### src/rtl/instr_fetch.sv
// instr_fetch: single-outstanding word fetch from pc into a DEPTH-entry {pc, instr} FIFO toward decode.
// Define INSTR_FETCH_STATS_EN to add saturating fetch_count / discard_count outputs.
module instr_fetch #(
   parameter int DEPTH = 2,
   parameter int XLEN  = 32
) (
   input  logic            clk,
   input  logic            Reset,
   input  logic [XLEN-1:0] pc,
   output logic            pc_inc,
   input  logic            flush,
   output logic            mem_req,
   output logic [XLEN-1:0] mem_addr,
   input  logic            mem_ack,
   input  logic [XLEN-1:0] mem_rdata,
   output logic            instr_valid,
   output logic [XLEN-1:0] instr,
   output logic [XLEN-1:0] instr_pc,
   input  logic            instr_ready
`ifdef INSTR_FETCH_STATS_EN
   ,
   output logic [31:0]     fetch_count,
   output logic [15:0]     discard_count
`endif
);

   localparam int AW = $clog2(DEPTH);
   localparam int CW = AW + 1;
   localparam logic [CW-1:0] DEPTH_C = CW'(DEPTH);

   localparam logic [1:0] S_IDLE    = 2'd0;
   localparam logic [1:0] S_REQ     = 2'd1;
   localparam logic [1:0] S_DISCARD = 2'd2;

   logic [1:0]      state_q, state_d;
   logic [XLEN-1:0] mem_addr_q, mem_addr_d;
   logic [AW-1:0]   wr_ptr_q, wr_ptr_d;
   logic [AW-1:0]   rd_ptr_q, rd_ptr_d;
   logic [CW-1:0]   count_q, count_d;
   logic [XLEN-1:0] fifo_instr_q [DEPTH];
   logic [XLEN-1:0] fifo_instr_d [DEPTH];
   logic [XLEN-1:0] fifo_pc_q [DEPTH];
   logic [XLEN-1:0] fifo_pc_d [DEPTH];
   logic            push, drop, pop;

   always_comb begin
      state_d    = state_q;
      mem_addr_d = mem_addr_q;
      push       = 1'b0;
      drop       = 1'b0;
      case (state_q)
         S_IDLE: begin
            if (!flush && (count_q < DEPTH_C)) begin
               mem_addr_d = pc;
               state_d    = S_REQ;
            end
         end
         S_REQ: begin
            if (mem_ack) begin
               state_d = S_IDLE;
               push    = !flush;
               drop    = flush;
            end else if (flush) begin
               state_d = S_DISCARD;
            end
         end
         S_DISCARD: begin
            // The request stays up until acked; its data is stale after the flush.
            if (mem_ack) begin
               state_d = S_IDLE;
               drop    = 1'b1;
            end
         end
         default: state_d = S_IDLE;
      endcase
   end

   assign pop = instr_valid && instr_ready && !flush;

   always_comb begin
      wr_ptr_d     = wr_ptr_q;
      rd_ptr_d     = rd_ptr_q;
      count_d      = count_q;
      fifo_instr_d = fifo_instr_q;
      fifo_pc_d    = fifo_pc_q;
      if (flush) begin
         wr_ptr_d = '0;
         rd_ptr_d = '0;
         count_d  = '0;
      end else begin
         if (push) begin
            fifo_instr_d[wr_ptr_q] = mem_rdata;
            fifo_pc_d[wr_ptr_q]    = mem_addr_q;
            wr_ptr_d               = wr_ptr_q + AW'(1);
         end
         if (pop) begin
            rd_ptr_d = rd_ptr_q + AW'(1);
         end
         case ({push, pop})
            2'b10:   count_d = count_q + CW'(1);
            2'b01:   count_d = count_q - CW'(1);
            default: count_d = count_q;
         endcase
      end
   end

   always_ff @(posedge clk or posedge Reset) begin
      if (Reset) begin
         state_q      <= S_IDLE;
         mem_addr_q   <= '0;
         wr_ptr_q     <= '0;
         rd_ptr_q     <= '0;
         count_q      <= '0;
         fifo_instr_q <= '{default: '0};
         fifo_pc_q    <= '{default: '0};
      end else begin
         state_q      <= state_d;
         mem_addr_q   <= mem_addr_d;
         wr_ptr_q     <= wr_ptr_d;
         rd_ptr_q     <= rd_ptr_d;
         count_q      <= count_d;
         fifo_instr_q <= fifo_instr_d;
         fifo_pc_q    <= fifo_pc_d;
      end
   end

   assign pc_inc      = push;
   assign mem_req     = (state_q == S_REQ) || (state_q == S_DISCARD);
   assign mem_addr    = mem_addr_q;
   assign instr_valid = (count_q != '0);
   assign instr       = fifo_instr_q[rd_ptr_q];
   assign instr_pc    = fifo_pc_q[rd_ptr_q];

`ifdef INSTR_FETCH_STATS_EN
   logic [31:0] fetch_count_q, fetch_count_d;
   logic [15:0] discard_count_q, discard_count_d;

   always_comb begin
      fetch_count_d   = fetch_count_q;
      discard_count_d = discard_count_q;
      if (push && (fetch_count_q != '1)) fetch_count_d = fetch_count_q + 32'd1;
      if (drop && (discard_count_q != '1)) discard_count_d = discard_count_q + 16'd1;
   end

   always_ff @(posedge clk or posedge Reset) begin
      if (Reset) begin
         fetch_count_q   <= '0;
         discard_count_q <= '0;
      end else begin
         fetch_count_q   <= fetch_count_d;
         discard_count_q <= discard_count_d;
      end
   end

   assign fetch_count   = fetch_count_q;
   assign discard_count = discard_count_q;
`endif

endmodule

### config.mk
export PLATFORM = sky130hd
export DESIGN_NAME = instr_fetch
export DESIGN_NICKNAME = d
export VERILOG_FILES = /design/src/rtl/instr_fetch.sv
export SDC_FILE = /design/constraint.sdc
export NUM_CORES = 1
export LEC_CHECK = 0
export CAP_MARGIN = 20
export CELL_PAD_IN_SITES_DETAIL_PLACEMENT = 1
export CELL_PAD_IN_SITES_GLOBAL_PLACEMENT = 2
export CORE_MARGIN = 4
export CORE_UTILIZATION = 30
export CTS_BUF_LIST = sky130_fd_sc_hd__clkbuf_16
export CTS_CLUSTER_SIZE = 10
export DETAILED_ROUTE_END_ITERATION = 10
export HOLD_SLACK_MARGIN = 0.06
export PLACE_DENSITY = 0.82
export SYNTH_ARGS = -nofsm -noshare
export SYNTH_HDL_FRONTEND = slang
export SYNTH_SLANG_ARGS = --single-unit
### constraint.sdc
create_clock -name clk -period 5.5 [get_ports clk]
set_input_delay 1.375 -clock clk [delete_from_list [all_inputs] [get_ports clk]]
set_output_delay 1.375 -clock clk [all_outputs]
set_load 0.005 [all_outputs]
**Yosys cells after proc, flatten, opt, wreduce, memory -nomap -nowiden**

Index checks and enable logic that the tools add are counted.

- Bits in registers: 166
- Input bits: 69
- Output and inout bits: 99
- Word-level logic and storage cells: 64

- Bitwise gates (word level): 3
- Add/subtract/negate cells: 4
- Mux-type cells: 23
- Equal/unequal tests: 7
- Reductions and logical operators: 14
- Magnitude comparators: 4

Operators with widths:

| kind | number |
|---|---|
| 32-bit 2-to-1 mux | 7 |
| 64-bit bitwise mux | 2 |
| 32-bit demux with 1-bit select | 1 |
| 2-bit 2-to-1 mux | 5 |
| 1-bit 2-to-1 mux | 6 |
| 2-bit one-hot mux with 3 select lines | 1 |
| 2-bit nonzero test | 3 |
| 2-bit by 1-bit equality test with 1-bit output, second input constant | 2 |
| 2-bit equality test, second input constant | 2 |
| 2-bit greater-or-equal comparator, second input constant | 2 |
| 1-bit logical AND | 4 |
| 2-bit inequality test, second input constant | 2 |
| 1-bit inverter with 2-bit output | 2 |
| 2-bit one-hot mux with 2 select lines | 1 |
| 2-bit AND reduction | 2 |
| 3-bit inequality test, second input constant | 1 |
| 3-bit AND reduction | 1 |
| 3-bit nonzero test | 1 |
| 1-bit adder, second input constant | 2 |
| 2-bit by 1-bit adder with 2-bit output, second input constant | 1 |
| 2-bit zero test | 1 |
| 2-bit by 1-bit < comparator with 1-bit output, second input constant | 1 |
| 2-bit < comparator, second input constant | 1 |
| 2-bit by 1-bit subtractor with 2-bit output, second input constant | 1 |
| other kinds (3) | 3 |

**Longest topological paths before layout**

Gate-level depths: netlist (run 1).

- Depth in word-level cells: 6
- Mapped depth: 6
- Gate-level depth less buffers: 5

**Least setup slack after synthesis (run 1)**

Ideal clock, no wire load.

- Path kind: in2out
- Start: input port flush
- End: output port pc_inc
- Setup slack: 2.379 ns
- Path buffers: 1
- Data arrival time: 1.746 ns
- Stages on the path: 2
- Data required time: 4.125 ns
- Cell sequence: buf_6 > and3b_2

- Longest elaborated chain between the ends: 3

Ends and longest elaborated chain:

| element | RTL line | text |
|---|---|---|
| start, declared | 11 | `input logic flush,` |
| 1-bit zero test | 61 | `push = !flush;` |
| 1-bit 2-to-1 mux | 59 | `if (mem_ack) begin` |
| 1-bit 2-to-1 mux | 51 | `case (state_q)` |
| end, declared | 10 | `output logic pc_inc,` |

No other way between the ends.

**Worst setup path in the final report (run 1)**

Same ends and word-level chain as after synthesis.

==> key figures, run 1 <==
Cells and area
  – Commonest cells after routing, fill and taps aside: mux2_2 (220), clkdlybuf4s50_1 (167), dfrtp_1 (165)
  – # fillers: roughly 2400
  – Finished Core Util: about two fifths
  – Area grow syn2layout: 36.61%
  – Most common cell after layout, fill and taps aside: mux2_2
  – Share of cells above drive strength 1: 42.03%
  – Finished Layout Cells: roughly 960
  – Ant. Diodes: 0
  – Final instance area: approximately 10000 µm²
  – Nets: around 700

Timing
  – Final worst slack: 1274 ps
  – Fmax: approximately 240 MHz
  – Setup-failing EPs final: 0
  – Worst hold margin: roughly 490 ps
  – Setup_tns: 0 ps
  – Worst slew pin tran: 838.4 ps
  – Final Hold Vio Count: 0
  – Crit path time final: ~4200 ps
  – RSZ-0062 raised after global routing: no
  – Slew Limit Fails: 0
  – Slew headroom: between 40% and 50%
  – Period utilization: 76.84%
  – Clock Skew: 10.29 ps

GRT
  – Grt met1 use: 14.90%
  – Vias in the first global route: approximately 5100
  – GR Util met3: 3.974%
  – Pin count of the biggest net entering global routing: 80
  – GRT Resource Usage Total: around an eighth
  – Met2 usage: ~22%
  – Global route overflow: 0
  – First-pass GRT wire length: 26800 µm
  – Initial antenna violation count: 0
  – GRT busiest layer: met2

Place
  – Port Buffer Count: ~170
  – Placed cell area: slightly above 9000 µm²
  – Pre-CTS WS: ~1300 ps
  – RePlAce Congestion: approximately 0.7
  – DP Cell Count: between 900 and 1000
  – HPWL after DPL: 11410 µm

Floorplanning
  – Initial core utilization: 30.58%
  – Std cell rows: 56
  – DIE AREA: roughly 26000 µm²
  – IO Pins: 168
  – Core Area: roughly 23000 µm²
  – DIE WIDTH: between 150 and 200 µm
  – Chip height: between 150 and 200 µm

Clocking
  – Clock Latency Late Sink: around 420 ps
  – Clock Path Buffers: 2
  – H-tree levels: 4
  – Post-CTS Setup Bufs: 0
  – CTS Root Buffer Type: clkbuf_16
  – Post-CTS sizing: 0
  – Worst-path clk slew: approximately 60 ps
  – CTS tree: built
  – CTS Buf Count: 17
  – Clk sinks: around 170
  – CTS Hold Bufs: 0

Yosys
  – Post-synth EDFFs: 0
  – Synth Register Bits: ~170
  – Yosys warnings: 0
  – Primary FF master, synth: dfrtp_1
  – Syn avg cell area: around 16 µm²
  – Mapped Cells: 457
  – Netlist cell types: 29
  – Area of the mapped netlist: 7177 µm²
  – Sequential share of the synthesized area: between 50 and 60%
  – Synthesized net count: 530
  – Synth async-reset ratio: between 90% and 100%

Setup path
  – Maximum fanout along the worst path: 10
  – Arr. time, crit path: about 2900 ps
  – Required @ worst endpoint: 4120 ps
  – WS Path Type: primary input to output port
  – Crit end category: output port
  – Startpoint type of the worst setup path: primary input

Flow run
  – Max Cap Violations: 0

Detailed routing
  – Detailed Route WL: between 15000 and 20000 µm
  – Vias/cell: between 4 and 5
  – Via Count: approximately 4400
  – Wire length per cell: between 15 and 20 µm
  – Drc violations: 0
  – DRT iter0 DRCs: between 100 and 150
  – First-pass DRT Iterations: 4
  – Post-route ant nets: 0

Power and ir drop
  – Total power: 5.580 mW
  – P_leak: 4.113 nW
  – VDD IR max: between 0.2 and 0.25 mV
  – PwrDens: ~570 nW/µm²

Status
  – Status: finished, final reports clean

Hold path
  – Worst min-delay path class: flip-flop to flip-flop
[sequential cells by signal (all words and copies together), names as in the netlist]
| name | cells |
|---|---|
| fifo_instr_q | 64 |
| fifo_pc_q | 64 |
| mem_addr | 32 |
| count_q | 2 |
| state_q | 2 |
| rd_ptr_q | 1 |
| wr_ptr_q | 1 |
[layer usage]
layer / vias up / share of wire (%)
li1: 1975 / -
met1: 2286 / 42
met4: 0 / 1.1
met5: - / 0
met3: 14 / 5.8
met2: 103 / 51
[synthesized netlist by cell type (all sizes together), types with 2 or more instances]
| master | count | area share [%] |
|---|---|---|
| buf | 21 | 2.6 |
| o21ai | 4 | 0.28 |
| or2 | 2 | 0.17 |
| ha | 4 | 0.70 |
| nor2 | 3 | 0.16 |
| or3 | 2 | 0.17 |
| inv | 5 | 0.26 |
| nand2b | 2 | 0.17 |
| nand2 | 4 | 0.24 |
| a31oi | 2 | 0.17 |
| dfrtp | 166 | 58 |
| clkbuf | 3 | 0.16 |
| a21oi | 2 | 0.14 |
| mux2 | 225 | 35 |
[worst paths after layout]
kind	depth (start not counted)	start	slack, ps	endpoint
setup / recovery	3	flush	1270	pc_inc
hold / removal	1	fifo_instr_q[51]	490	fifo_instr_q[51]
setup reg to reg	6	state_q[1]	3040	fifo_instr_q[5]
hold reg to reg	1	fifo_instr_q[51]	490	fifo_instr_q[51]
max in group asynchronous	4	Reset	3140	mem_addr[24]
min in group asynchronous	2	Reset	1270	fifo_instr_q[12]
[worst max-delay path: stages]
cell and delay [ps]:
clkdlybuf4s50_1 620, and3b_2 350, clkdlybuf4s50_1 500
[report_power, final]
part           switching [mW]  internal [mW]  leakage (nW)
sequential              0.368           1.82          2.04
clock                   0.520          0.774         0.312
combinational           0.655           1.44          1.76
[logic make-up after synthesis]
| kind of cell | count (synthesis) | synth area share (%) |
|---|---|---|
| compound gates | 11 | 0.9415 |
| xor+xnor | 2 | 0.2441 |
| fa+ha+maj | 4 | 0.6974 |
| buf+inv | 29 | 3.016 |
| flops | 166 | 57.88 |
| mux | 225 | 35.30 |
| simple gates | 20 | 1.918 |
[area by class of cell]
cell class,count,area [µm²],share of cell area (%)
inverters,5,22.52,0.2297
clock buffers,17,425.4,4.339
clock inverters,14,212.7,2.169
well taps,319,399.1,4.071
flip-flops and latches,166,4155,42.38
multi-input cells,262,2813,28.69
repair buffers,176,1777,18.12
(Power assumes the default switching activity.)
==> run 2, diff against run 1 <==
--- a/config.mk
+++ b/config.mk
@@ -14,7 +14,7 @@
 export CTS_CLUSTER_SIZE = 10
 export DETAILED_ROUTE_END_ITERATION = 10
 export HOLD_SLACK_MARGIN = 0.06
-export PLACE_DENSITY = 0.82
+export PLACE_DENSITY = 0.8
 export SYNTH_ARGS = -nofsm -noshare
 export SYNTH_HDL_FRONTEND = slang
 export SYNTH_SLANG_ARGS = --single-unit
==> constraint.sdc (replaced) <==
create_clock -name clk -period 4.3 [get_ports clk]
set_input_delay 1.075 -clock clk [delete_from_list [all_inputs] [get_ports clk]]
set_output_delay 1.075 -clock clk [all_outputs]
set_load 0.005 [all_outputs]
==> key figures, run 2 (synthesis results as in run 1) <==
Detailed routing
  – WL met2: 8874 µm (was 8498 µm)
  – WL met1: 7040 µm (was 6946 µm)
  – First-pass DRT Iterations: 4 (unchanged)
  – Via Count: 4362 (was 4378)
  – Vias/cell: 4.553 (was 4.565)
  – DRT iter0 DRCs: 133 (was 104)
  – Wire length per cell: 17.59 µm (was 17.31 µm)
  – Detailed Route WL: 16860 µm (was 16600 µm)
  – Drc violations: 0 (unchanged)
  – DR WL met3: 779 µm (was 969 µm)
  – Post-route ant nets: 0 (unchanged)
  – DR top layer: met4 (unchanged)

Power and ir drop
  – Power share of the sequential group: 40.4% (was 39.2%)
  – Internal power: 4.978 mW (was 4.037 mW)
  – VDD IR max: 0.2971 mV (was 0.2174 mV)
  – Comb power frac: 38.8% (was 37.6%)
  – Sw Pwr: 1.964 mW (was 1.544 mW)
  – Clock power frac: 20.8% (was 23.2%)
  – Net Sw Frac: 28.29% (was 27.66%)
  – PwrDens: 714.6 nW/µm² (was 569.2 nW/µm²)
  – P_leak: 4.082 nW (was 4.113 nW)

Setup path
  – FF-to-FF setup slack: 2070 ps (was 3040 ps)
  – WS Path Type: primary input to output port (unchanged)
  – Maximum fanout along the worst path: 10 (unchanged)
  – Crit-path max cell delay: 620 ps (about the same)
  – Top delay family on crit path: buffers and inverters (unchanged)
  – Reg2reg start: state_q[1] (unchanged)
  – Required @ worst endpoint: 3220 ps (was 4120 ps)
  – Worst reg-to-reg path cell count: 6 (unchanged)
  – Top cell by count, worst path: clkdlybuf4s50_1 (unchanged)
  – Critical path cell sequence: clkdlybuf4s50_1, and3b_2, clkdlybuf4s50_1 (unchanged)
  – Arr. time, crit path: 2580 ps (was 2850 ps)
  – Critical Path Slowest Stage Cell: clkdlybuf4s50_1 (unchanged)
  – Crit end category: output port (unchanged)
  – CP bufs+invs: 2 (unchanged)
  – Startpoint type of the worst setup path: primary input (unchanged)
  – FF-to-FF End: fifo_pc_q[1] (was fifo_instr_q[5])

Clocking
  – CTS Root Buffer Type: clkbuf_16 (unchanged)
  – Post-CTS sizing: 0 (unchanged)
  – CTS Buf Count: 17 (unchanged)
  – Worst-path clk slew: 60 ps (about the same)
  – CTS Hold Bufs: 0 (unchanged)
  – Clk sinks: 166 (unchanged)
  – CTS tree: built (unchanged)
  – Post-CTS Setup Bufs: 0 (unchanged)
  – Clock Path Buffers: 2 (unchanged)
  – Clock Latency Late Sink: 410 ps (was 420 ps)
  – H-tree levels: 4 (unchanged)

Cells and area
  – Finished Layout Cells: 958 (was 959)
  – Most common cell after layout, fill and taps aside: mux2_2 (unchanged)
  – Nets: 699 (was 701)
  – Final instance area: 9714 µm² (was 9804 µm²)
  – Finished Core Util: 41.39% (was 41.77%)
  – Ant. Diodes: 0 (unchanged)
  – Share of cells above drive strength 1: 41.31% (was 42.03%)
  – Area grow syn2layout: 35.36% (was 36.61%)
  – Commonest cells after routing, fill and taps aside: mux2_2 (220), clkdlybuf4s50_1 (167), dfrtp_1 (165) (unchanged)

Timing
  – Period utilization: a little under nine tenths
  – Crit path time final: between 3000 and 4000 ps
  – Setup_tns: 0 ps (unchanged)
  – Slew Limit Fails: 0 (unchanged)
  – Slew headroom: 24.08% (was 43.91%)
  – Fmax: approximately 270 MHz
  – RSZ-0062 raised after global routing: no (unchanged)
  – Clock Skew: 8.656 ps (was 10.29 ps)
  – Final Hold Vio Count: 0 (unchanged)
  – Worst slew pin tran: 1139 ps (was 838.4 ps)
  – Setup-failing EPs final: 0 (unchanged)
  – Worst hold margin: 486.4 ps (was 494.4 ps)

GRT
  – Vias in the first global route: 5122 (was 5140)
  – Pin count of the biggest net entering global routing: 167 (was 80)
  – First-pass GRT wire length: 27190 µm (was 26800 µm)
  – Global route overflow: 0 (unchanged)
  – Initial antenna violation count: 0 (unchanged)
  – GRT Resource Usage Total: 13.05% (was 12.72%)

Hold path
  – Worst Hold End: fifo_instr_q[52] (was fifo_instr_q[51])
  – Hold depth: 1 (unchanged)
  – Worst min-delay path class: flip-flop to flip-flop (unchanged)
  – Hold wc startpoint: fifo_instr_q[52] (was fifo_instr_q[51])

Place
  – RePlAce Congestion: 0.6909 (was 0.7177)
  – Placed cell area: 9156 µm² (was 9146 µm²)
  – DP Cell Count: 926 (was 927)
  – HPWL after DPL: 11470 µm (was 11410 µm)
  – Port Buffer Count: 167 (unchanged)

Floorplanning
  – DIE WIDTH: 162.7 µm (unchanged)
  – IO Pins: 168 (unchanged)
  – Initial core utilization: 30.58% (unchanged)
  – DIE AREA: 26460 µm² (unchanged)
  – Std cell rows: 56 (unchanged)
  – Core Area: 23470 µm² (unchanged)
  – Chip height: 162.7 µm (unchanged)

Flow run
  – Max Cap Violations: 0 (unchanged)

Status
  – Status: finished, final reports clean (unchanged)
-- run 2: how the worst max path moves through the flow --
stage          startpoint    endpoint  depth (start not counted)
2_1_floorplan       Reset  count_q[0]                          1
3_5_place_dp        flush      pc_inc                          3
3_3_place_gp        flush      pc_inc                          3
4_1_cts             flush      pc_inc                          3
6_report            flush      pc_inc                          3
5_1_grt             flush      pc_inc                          3
-- run 2: power groups by stage --
| stage | sequential [mW] | clock [mW] | combinational, mW |
|---|---|---|---|
| floorplan | 2.67 | 0 | 1.40 |
| finish | 2.80 | 1.45 | 2.69 |
| detailed placement | 2.85 | 0 | 2.75 |
| global placement | 2.76 | 0 | 2.67 |
| CTS | 2.82 | 1.50 | 2.77 |
| global route | 2.92 | 1.58 | 2.93 |
-- run 2: per-layer routing --
metal	vias to the layer above	track usage, %
li1	1981	-
met1	2276	15.60
met2	95	23.23
met3	10	3.619
met4	0	3.393
met5	-	0
-- run 2: final cells by class --
cell class | instances | area [µm²]
timing repair buffer | 174 | 1762
tap | 319 | 399.1
clock buffer | 17 | 425.4
sequential | 166 | 4155
multi-input combinational | 262 | 2818
fill | 2378 | 13760
inverter | 5 | 22.52
clock inverter | 15 | 132.6
-- run 2: stage by stage --
stage          total power [mW]  setup slack (ps)
6_report                  6.942             642.5
2_1_floorplan             4.078              1112
3_5_place_dp              5.597             631.6
4_1_cts                   7.093             626.9
3_3_place_gp              5.434             647.4
5_1_grt                   7.420             562.6
-- run 2: worst register-to-register path: cells and delay by family, from the launching register on --
kind          cells  cell delay, ps
simple gates      2             680
flops             1             390
fa+ha+maj         1             250
buf+inv           2             400
mux               1             390
